===== src/rtl/pe.sv =====
// Compare-exchange processing element for the 2-D mesh sorter.
// Optional swap counter is built only when PE_SWAP_COUNT_EN is defined.
module pe #(
  parameter int WIDTH       = 8,
  parameter int COUNT_WIDTH = 8
) (
  input  logic                   clk,
  input  logic                   reset,
  input  logic [WIDTH-1:0]       in_value,
  input  logic [WIDTH-1:0]       neighbor_value,
  input  logic                   compare_direction,
  input  logic                   in_valid,
  input  logic                   clear,
  output logic [WIDTH-1:0]       out_value,
  output logic [WIDTH-1:0]       pass_value,
  output logic                   out_valid,
  output logic                   swapped,
  output logic [COUNT_WIDTH-1:0] swap_count
);

  logic [WIDTH-1:0] max_s;
  logic [WIDTH-1:0] min_s;
  logic             swap_s;

  logic [WIDTH-1:0] out_value_d,  out_value_q;
  logic [WIDTH-1:0] pass_value_d, pass_value_q;
  logic             out_valid_d,  out_valid_q;
  logic             swapped_d,    swapped_q;

  // Order the pair and decide whether it was out of order for this direction
  always_comb begin
    max_s  = in_value;
    min_s  = neighbor_value;
    swap_s = 1'b0;
    if (neighbor_value > in_value) begin
      max_s = neighbor_value;
      min_s = in_value;
    end else begin
      max_s = in_value;
      min_s = neighbor_value;
    end
    case (compare_direction)
      1'b0:    swap_s = (neighbor_value > in_value);
      1'b1:    swap_s = (neighbor_value < in_value);
      default: swap_s = 1'b0;
    endcase
  end

  // Next-state for the data outputs; invalid cycles hold the last result
  always_comb begin
    out_value_d  = out_value_q;
    pass_value_d = pass_value_q;
    swapped_d    = swapped_q;
    out_valid_d  = in_valid;
    if (in_valid) begin
      swapped_d = swap_s;
      if (compare_direction) begin
        out_value_d  = min_s;
        pass_value_d = max_s;
      end else begin
        out_value_d  = max_s;
        pass_value_d = min_s;
      end
    end else begin
      out_value_d  = out_value_q;
      pass_value_d = pass_value_q;
      swapped_d    = swapped_q;
    end
  end

  // Result registers
  always_ff @(posedge clk or negedge reset) begin
    if (!reset) begin
      out_value_q  <= {WIDTH{1'b0}};
      pass_value_q <= {WIDTH{1'b0}};
      out_valid_q  <= 1'b0;
      swapped_q    <= 1'b0;
    end else begin
      out_value_q  <= out_value_d;
      pass_value_q <= pass_value_d;
      out_valid_q  <= out_valid_d;
      swapped_q    <= swapped_d;
    end
  end

  assign out_value  = out_value_q;
  assign pass_value = pass_value_q;
  assign out_valid  = out_valid_q;
  assign swapped    = swapped_q;

`ifdef PE_SWAP_COUNT_EN
  logic [COUNT_WIDTH-1:0] swap_count_d, swap_count_q;

  // Saturating swap counter; clear wins over an increment in the same cycle
  always_comb begin
    swap_count_d = swap_count_q;
    if (clear) begin
      swap_count_d = {COUNT_WIDTH{1'b0}};
    end else if (in_valid && swap_s && (swap_count_q != {COUNT_WIDTH{1'b1}})) begin
      swap_count_d = swap_count_q + {{(COUNT_WIDTH-1){1'b0}}, 1'b1};
    end else begin
      swap_count_d = swap_count_q;
    end
  end

  // Counter register
  always_ff @(posedge clk or negedge reset) begin
    if (!reset) begin
      swap_count_q <= {COUNT_WIDTH{1'b0}};
    end else begin
      swap_count_q <= swap_count_d;
    end
  end

  assign swap_count = swap_count_q;
`else
  logic unused_clear_s;

  assign unused_clear_s = clear;
  assign swap_count     = {COUNT_WIDTH{1'b0}};
`endif

endmodule


===== config.mk =====
export PLATFORM = sky130hd
export DESIGN_NAME = pe
export DESIGN_NICKNAME = d
export VERILOG_FILES = /design/src/rtl/pe.sv
export SDC_FILE = /design/constraint.sdc
export NUM_CORES = 1
export LEC_CHECK = 0
export ABC_AREA = 0
export CAP_MARGIN = 20
export CORE_MARGIN = 2
export CORE_UTILIZATION = 45
export DETAILED_ROUTE_END_ITERATION = 10
export GPL_ROUTABILITY_DRIVEN = 0
export PLACE_DENSITY = 0.76
export SLEW_MARGIN = 40
export SYNTH_ARGS = -nofsm -noshare
export SYNTH_HDL_FRONTEND = slang
export SYNTH_SLANG_ARGS = --single-unit

===== constraint.sdc =====
create_clock -name clk -period 0.8 [get_ports clk]
set_input_delay 0.12 -clock clk [delete_from_list [all_inputs] [get_ports clk]]
set_output_delay 0.12 -clock clk [all_outputs]
set_load 0.03 [all_outputs]

==> impl_metrics.env, run 1 <==
export IMPL_synth_seq_cells=18
export IMPL_place_inst=275
export IMPL_setup_ws_ns=-0.526
export IMPL_seq_power_share_pct=29.8
export IMPL_instances_no_fill=302
export IMPL_final_layout_size_suffix_gt1_share_pct=52.3
export IMPL_dieArea_um2=4120
export IMPL_hold_path_class="in -> async"
export IMPL_grt_pass1_vias=1804
export IMPL_p_leak_nw=1.20
export IMPL_place_area_um2=2090
export IMPL_first_pass_iters=4
export IMPL_area_growth_syn_to_layout_pct=66.1
export IMPL_cp_max_fo=8
export IMPL_die_y_um=64.2
export IMPL_drtIter0Drc=209
export IMPL_internal_power_mw=2.35
export IMPL_route_detailed_drc=0
export IMPL_cts_path_max_buffers=2
export IMPL_r2r_start="pass_value[4]$_DFFE_PN0P_"
export IMPL_place_ws_ns=-1.32
export IMPL_stdcell_area_um2=2710
export IMPL_drv_cap=0
export IMPL_violations="negative setup slack"
export IMPL_finalCritPeriodShare_pct=166
export IMPL_required_ns=0.97
export IMPL_portBuffers=37
export IMPL_ios=47
export IMPL_drv_slew=0
export IMPL_fmax_mhz=754
export IMPL_clkTransAtPathRegs_ns=0.12
export IMPL_grt_antenna_before_repair=0
export IMPL_gr_total_overflow=0
export IMPL_chipWidth_um=64.2
export IMPL_cts_buffers=3
export IMPL_grt_pass1_wl_um=8950
export IMPL_critPathLaunch="in_value[1]"
export IMPL_grt_max_degree=45
export IMPL_netlist_area_um2=1630
export IMPL_fin_nets=286
export IMPL_finalCriticalPeriod_ns=1.33
export IMPL_cp_data_arrival_time_ns=1.50
export IMPL_clock_skew_ns=0
export IMPL_p_sw_share_pct=40.0
export IMPL_synth_cell_types=30
export IMPL_status="finished, violations left"
export IMPL_total_power_mw=3.91
export IMPL_power_frac_comb_pct=54.4
export IMPL_rows=21
export IMPL_drt_total_wl_um=5610
export IMPL_crit_type="in -> reg"
export IMPL_wire_per_inst_um=18.6
export IMPL_rr_endpoint="pass_value[4]$_DFFE_PN0P_"
export IMPL_synth_cells=192
export IMPL_crit_end="out_value[2]$_DFFE_PN0P_"
export IMPL_r2r_slack_ns=-0.13
export IMPL_hpwl_um=2680
export IMPL_p_clk_share_pct=15.9
export IMPL_worstSetupStartpointType="input pin"
export IMPL_hold_viol=0
export IMPL_cts_tree="yes"
export IMPL_ys_warnings_count=0
export IMPL_htreeDepth=1
export IMPL_syn_avg_cell_area_um2=8.48
export IMPL_r2r_cells=4
export IMPL_grtUsageTotal_pct=27.8
export IMPL_avgViaCountPerCell=6.09
export IMPL_crit_path_end_kind="flop"
export IMPL_ys_seq_area_share_pct=27.6
export IMPL_core_um2=3420
export IMPL_ant_nets=0
export IMPL_clock_latency_ns=0.32
export IMPL_start_util_pct=47.7
export IMPL_vias=1838
export IMPL_antennaDiodeCount=0
export IMPL_clock_sinks=18
export IMPL_rsz0062_at_grt="true"
export IMPL_finalSetupViolCount=35
export IMPL_cts_root_buf="clkbuf_4"
export IMPL_irDropWorstVdd_uv=748
export IMPL_p_per_area_nw_per_um2=1450
export IMPL_power_switching_mw=1.57
==> synth_stat cells <==
cell type | number | area (um2)
o21ai_1 | 31 | 155
inv_1 | 25 | 93.8
dfrtp_1 | 18 | 450
and3_1 | 16 | 100
o2111ai_1 | 16 | 140
o211ai_1 | 16 | 120
buf_4 | 9 | 67.6
and3b_1 | 8 | 70.1
clkbuf_1 | 8 | 30.0
ha_1 | 8 | 100
nor3b_1 | 8 | 60.1
buf_6 | 4 | 45.0
o21ai_0 | 3 | 15.0
a21oi_1 | 2 | 10.0
clkbuf_4 | 2 | 15.0
nand2_1 | 2 | 7.51
nor2_1 | 2 | 7.51
o211a_4 | 2 | 35.0
a21o_1 | 1 | 7.51
a21o_2 | 1 | 8.76
a31oi_1 | 1 | 6.26
buf_2 | 1 | 5.00
conb_1 | 1 | 3.75
nand3_1 | 1 | 5.00
nand4_1 | 1 | 6.26
nand4_2 | 1 | 12.5
nor2b_4 | 1 | 13.8
o211ai_4 | 1 | 21.3
o21a_1 | 1 | 7.51
o21ai_2 | 1 | 8.76
==> worst min-delay path by stage <==
stage,startpoint,to,slack (ns)
floorplan,reset,out_valid$_DFF_PN0_,-0.18
finish,reset,pass_value[7]$_DFFE_PN0P_,0.12
detailed placement,reset,pass_value[7]$_DFFE_PN0P_,0.48
global route,reset,swapped$_DFFE_PN0P_,0.13
CTS,reset,pass_value[7]$_DFFE_PN0P_,0.12
global placement,reset,pass_value[7]$_DFFE_PN0P_,0.47
==> worst max-delay path, stage by stage <==
cell	delay [ns]
buf_8	0.08
clkinv_4	0.05
ha_4	0.20
nor2b_4	0.12
o211a_4	0.27
o211a_4	0.32
o21ai_2	0.17
o2111ai_1	0.17
==> what timing repair did <==
| action | 4_1_cts | 5_1_grt |
|---|---|---|
| pin swaps | 31 | 22 |
| cloned | 4 | 1 |
| gates resized for setup | 118 | 49 |
| hold buffers | 0 | 0 |
| setup buffers | 9 | 9 |
| endpoints found under the setup margin | 35 | 35 |
==> flip-flops by register name, indices dropped and copies added, names as in the netlist <==
signal / flops
out_valid: 1
out_value: 8
swapped: 1
pass_value: 8
==> cells by family (layout without fill, tap and decap cells) <==
kind of cell,count (synthesis),count (layout),share of synthesized area (%)
simple gates,40,40,17.4
flops,18,18,27.6
other cells,1,8,0.230
fa+ha+maj,8,8,6.14
buf+inv,49,103,15.7
compound gates,76,79,32.9
==> final cells by class <==
cell class	count	area, um2
clock buffers	4	36.3
fillers	197	711
inverters	25	101
multi-input cells	135	1280
flip-flops and latches	18	450
well taps	46	57.6
repair buffers	74	782
==> placed cells by master (no fill, tap or decap), types with 2 or more instances in the layout <==
| cell type | count |
|---|---|
| a21oi_2 | 2 |
| and3_1 | 16 |
| and3b_1 | 8 |
| buf_12 | 4 |
| buf_2 | 5 |
| buf_4 | 21 |
| buf_6 | 35 |
| buf_8 | 2 |
| clkbuf_2 | 2 |
| clkbuf_4 | 3 |
| clkdlybuf4s50_1 | 2 |
| conb_1 | 8 |
| dfrtp_1 | 18 |
| ha_4 | 8 |
| inv_1 | 17 |
| inv_2 | 6 |
| nor3b_1 | 7 |
| o2111ai_1 | 15 |
| o211a_4 | 5 |
| o211ai_1 | 16 |
| o21ai_1 | 7 |
| o21ai_2 | 24 |
| o21ai_4 | 3 |
==> power by group through the flow <==
stage / Clock, mW / Sequential, mW / Combinational (mW)
after floorplan: 0 / 1.46 / 0.648
after global placement: 0 / 1.15 / 1.47
after detailed placement: 0 / 1.15 / 1.50
after CTS: 0.628 / 1.16 / 1.88
after global routing: 0.679 / 1.19 / 2.26
final: 0.621 / 1.17 / 2.13
==> layer usage <==
layer  track usage [%]  part of all wire [%]  up-vias
met2              44.8                    50       92
met4              13.0                   2.8        0
met5                 0                     0        -
met3              2.99                   6.4       20
met1              37.1                    40      876
li1                  -                     -      850
==> stage by stage <==
| step | TNS, ns | hold slack, ns | utilization, % |
|---|---|---|---|
| after floorplan | -10.56 | -0.176 | - |
| after global placement | -21.03 | 0.473 | 61.1 |
| after CTS | -10.72 | 0.121 | 74.0 |
| after global routing | -12.43 | 0.131 | 79.2 |
| final | -10.67 | 0.117 | 79.2 |
| after detailed placement | -21.64 | 0.478 | 61.1 |
No activity file was read; power rests on OpenSTA's default activity.
==> inputs of run 2 (changes only) <==
--- a/config.mk
+++ b/config.mk
@@ -7,6 +7,7 @@
 export LEC_CHECK = 0
 export ABC_AREA = 0
 export CAP_MARGIN = 20
+export CORE_ASPECT_RATIO = 2
 export CORE_MARGIN = 2
 export CORE_UTILIZATION = 45
 export DETAILED_ROUTE_END_ITERATION = 10
==> run 2 against run 1 <==
Against the previous run:
- the flow still finishes with violations (negative setup slack)
- sequential power about the same
- sequential share of layout area is 0.51 points lower
- non-clock buffer count rose by 5
- utilization fell by 0.14 points
- flip-flop and latch count is the same
- clock skew stayed put
- via count is 0.82% higher
- critical path type unchanged
- critical endpoint is now pass_value[3]$_DFFE_PN0P_
==> impl_metrics.env, run 2 (synthesis results as in run 1) <==
export IMPL_crit_buf_inv=3
export IMPL_final_layout_size_suffix_gt1_share_pct=55.0
export IMPL_drv_slew=0
export IMPL_grt_pass1_vias=1802
export IMPL_hold_path_class="in -> async"
export IMPL_ant_nets=0
export IMPL_crit_chain="buf_4 -> ha_4 -> buf_4 -> nand4_4 -> o21a_4 -> buf_16 -> o21ai_2 -> o2111ai_1"
export IMPL_grtUsageTotal_pct=30.3
export IMPL_grt_pass1_wl_um=8910
export IMPL_fin_nets=291
export IMPL_internal_power_mw=2.46
export IMPL_power_switching_mw=1.64
export IMPL_crit_family="compound AO/OA/AOI/OAI gates"
export IMPL_irDropWorstVdd_uv=1090
export IMPL_place_area_um2=2100
export IMPL_htreeDepth=1
export IMPL_holdBufCountCts=0
export IMPL_r2r_cells=3
export IMPL_p_clk_share_pct=17.0
export IMPL_fmax_mhz=732
export IMPL_drt_total_wl_um=6100
export IMPL_ios=47
export IMPL_antennaDiodeCount=0
export IMPL_hold_viol=0
export IMPL_r2r_slack_ns=-0.04
export IMPL_clock_skew_ns=0
export IMPL_crit_path_end_kind="flop"
export IMPL_p_sw_share_pct=40.0
export IMPL_first_pass_iters=4
export IMPL_dieArea_um2=4150
export IMPL_rr_endpoint="out_value[7]$_DFFE_PN0P_"
export IMPL_required_ns=0.94
export IMPL_chipWidth_um=46.5
export IMPL_p_per_area_nw_per_um2=1470
export IMPL_cts_path_max_buffers=2
export IMPL_critPathMostFrequentCell="buf_4"
export IMPL_drv_cap=0
export IMPL_drtIter0Drc=59
export IMPL_worstSetupStartpointType="input pin"
export IMPL_route_detailed_drc=0
export IMPL_clkTransAtPathRegs_ns=0.07
export IMPL_final_util_pct=79.1
export IMPL_nFillCells=242
export IMPL_r2r_start="out_value[7]$_DFFE_PN0P_"
export IMPL_gr_total_overflow=0
export IMPL_cp_data_arrival_time_ns=1.50
export IMPL_clock_latency_ns=0.27
export IMPL_power_frac_comb_pct=54.5
export IMPL_die_y_um=89.1
export IMPL_slowest_stage="o21a_4"
export IMPL_place_ws_ns=-1.34
export IMPL_tns_ns=-11.35
export IMPL_stdcell_area_um2=2790
export IMPL_p_leak_nw=1.21
export IMPL_finalCriticalPeriod_ns=1.37
export IMPL_portBuffers=37
export IMPL_clock_sinks=18
export IMPL_grt_antenna_before_repair=0
export IMPL_area_growth_syn_to_layout_pct=71.3
export IMPL_vias=1853
export IMPL_critPathMaxStageDelay_ns=0.29
export IMPL_cts_tree="yes"
export IMPL_mostFrequentLayoutCell="buf_6"
export IMPL_final_cell_mix="buf_6 (27), buf_4 (26), o21ai_2 (25), dfrtp_1 (18), inv_1 (17)"
export IMPL_violations="negative setup slack"
export IMPL_finalSetupViolCount=35
export IMPL_instances_no_fill=309
export IMPL_grt_max_degree=50
export IMPL_seq_power_share_pct=28.5
export IMPL_status="finished, violations left"
export IMPL_cp_max_fo=6
export IMPL_setup_ws_ns=-0.566
export IMPL_hpwl_um=2730
export IMPL_start_util_pct=46.2
export IMPL_wire_per_inst_um=19.7
export IMPL_cts_root_buf="clkbuf_8"
export IMPL_finalCritPeriodShare_pct=171
export IMPL_cts_buffers=3
export IMPL_core_um2=3530
export IMPL_place_inst=280
export IMPL_crit_type="in -> reg"
export IMPL_rsz0062_at_grt="true"
export IMPL_avgViaCountPerCell=6.00
export IMPL_rows=31
run 2: power groups by stage:
stage | sequential, mW | clock (mW) | combinational, mW
6_report | 1.17 | 0.695 | 2.23
5_1_grt | 1.18 | 0.762 | 2.35
4_1_cts | 1.17 | 0.692 | 1.96
3_5_place_dp | 1.16 | 0 | 1.50
3_3_place_gp | 1.15 | 0 | 1.48
2_1_floorplan | 1.46 | 0 | 0.648
run 2: area by class of cell:
type / instances / area, um2 / share of cell area (%)
well taps: 49 / 61.3 / 2.20
inverters: 25 / 98.8 / 3.54
multi-input cells: 135 / 1330 / 47.6
clock buffers: 3 / 41.3 / 1.48
flip-flops and latches: 18 / 450 / 16.1
repair buffers: 79 / 811 / 29.1
run 2: how the worst max path moves through the flow:
stage          slack, ns               from  cells after the start                   endpoint
6_report           -0.57  neighbor_value[1]                      8  pass_value[3]$_DFFE_PN0P_
5_1_grt            -0.62  neighbor_value[1]                      8   out_value[7]$_DFFE_PN0P_
4_1_cts            -0.50        in_value[1]                      8  pass_value[7]$_DFFE_PN0P_
3_5_place_dp       -1.34        in_value[1]                      8   out_value[0]$_DFFE_PN0P_
3_3_place_gp       -1.26        in_value[1]                      8   out_value[0]$_DFFE_PN0P_
2_1_floorplan      -0.64  neighbor_value[1]                      7   out_value[6]$_DFFE_PN0P_
run 2: per-stage QoR:
step	hold slack (ns)	total power, mW
finish	0.182	4.09
detailed placement	0.479	2.65
CTS	0.191	3.82
floorplan	-0.176	2.11
global route	0.181	4.29
global placement	0.478	2.63
run 2: metal layers:
metal | GRT usage, % | vias up | routed length (um)
li1 | - | 854 | -
met1 | 33.7 | 897 | 2190
met2 | 51.3 | 78 | 3300
met3 | 4.24 | 24 | 275
met4 | 19.2 | 0 | 328
met5 | 0 | - | 0
run 2: timing repair:
action | in CTS | in global routing
setup endpoints to repair | 35 | 35
gates resized for setup | 144 | 20
pin swaps | 33 | 22
gates cloned | 5 | 1
buffers inserted | 12 | 8
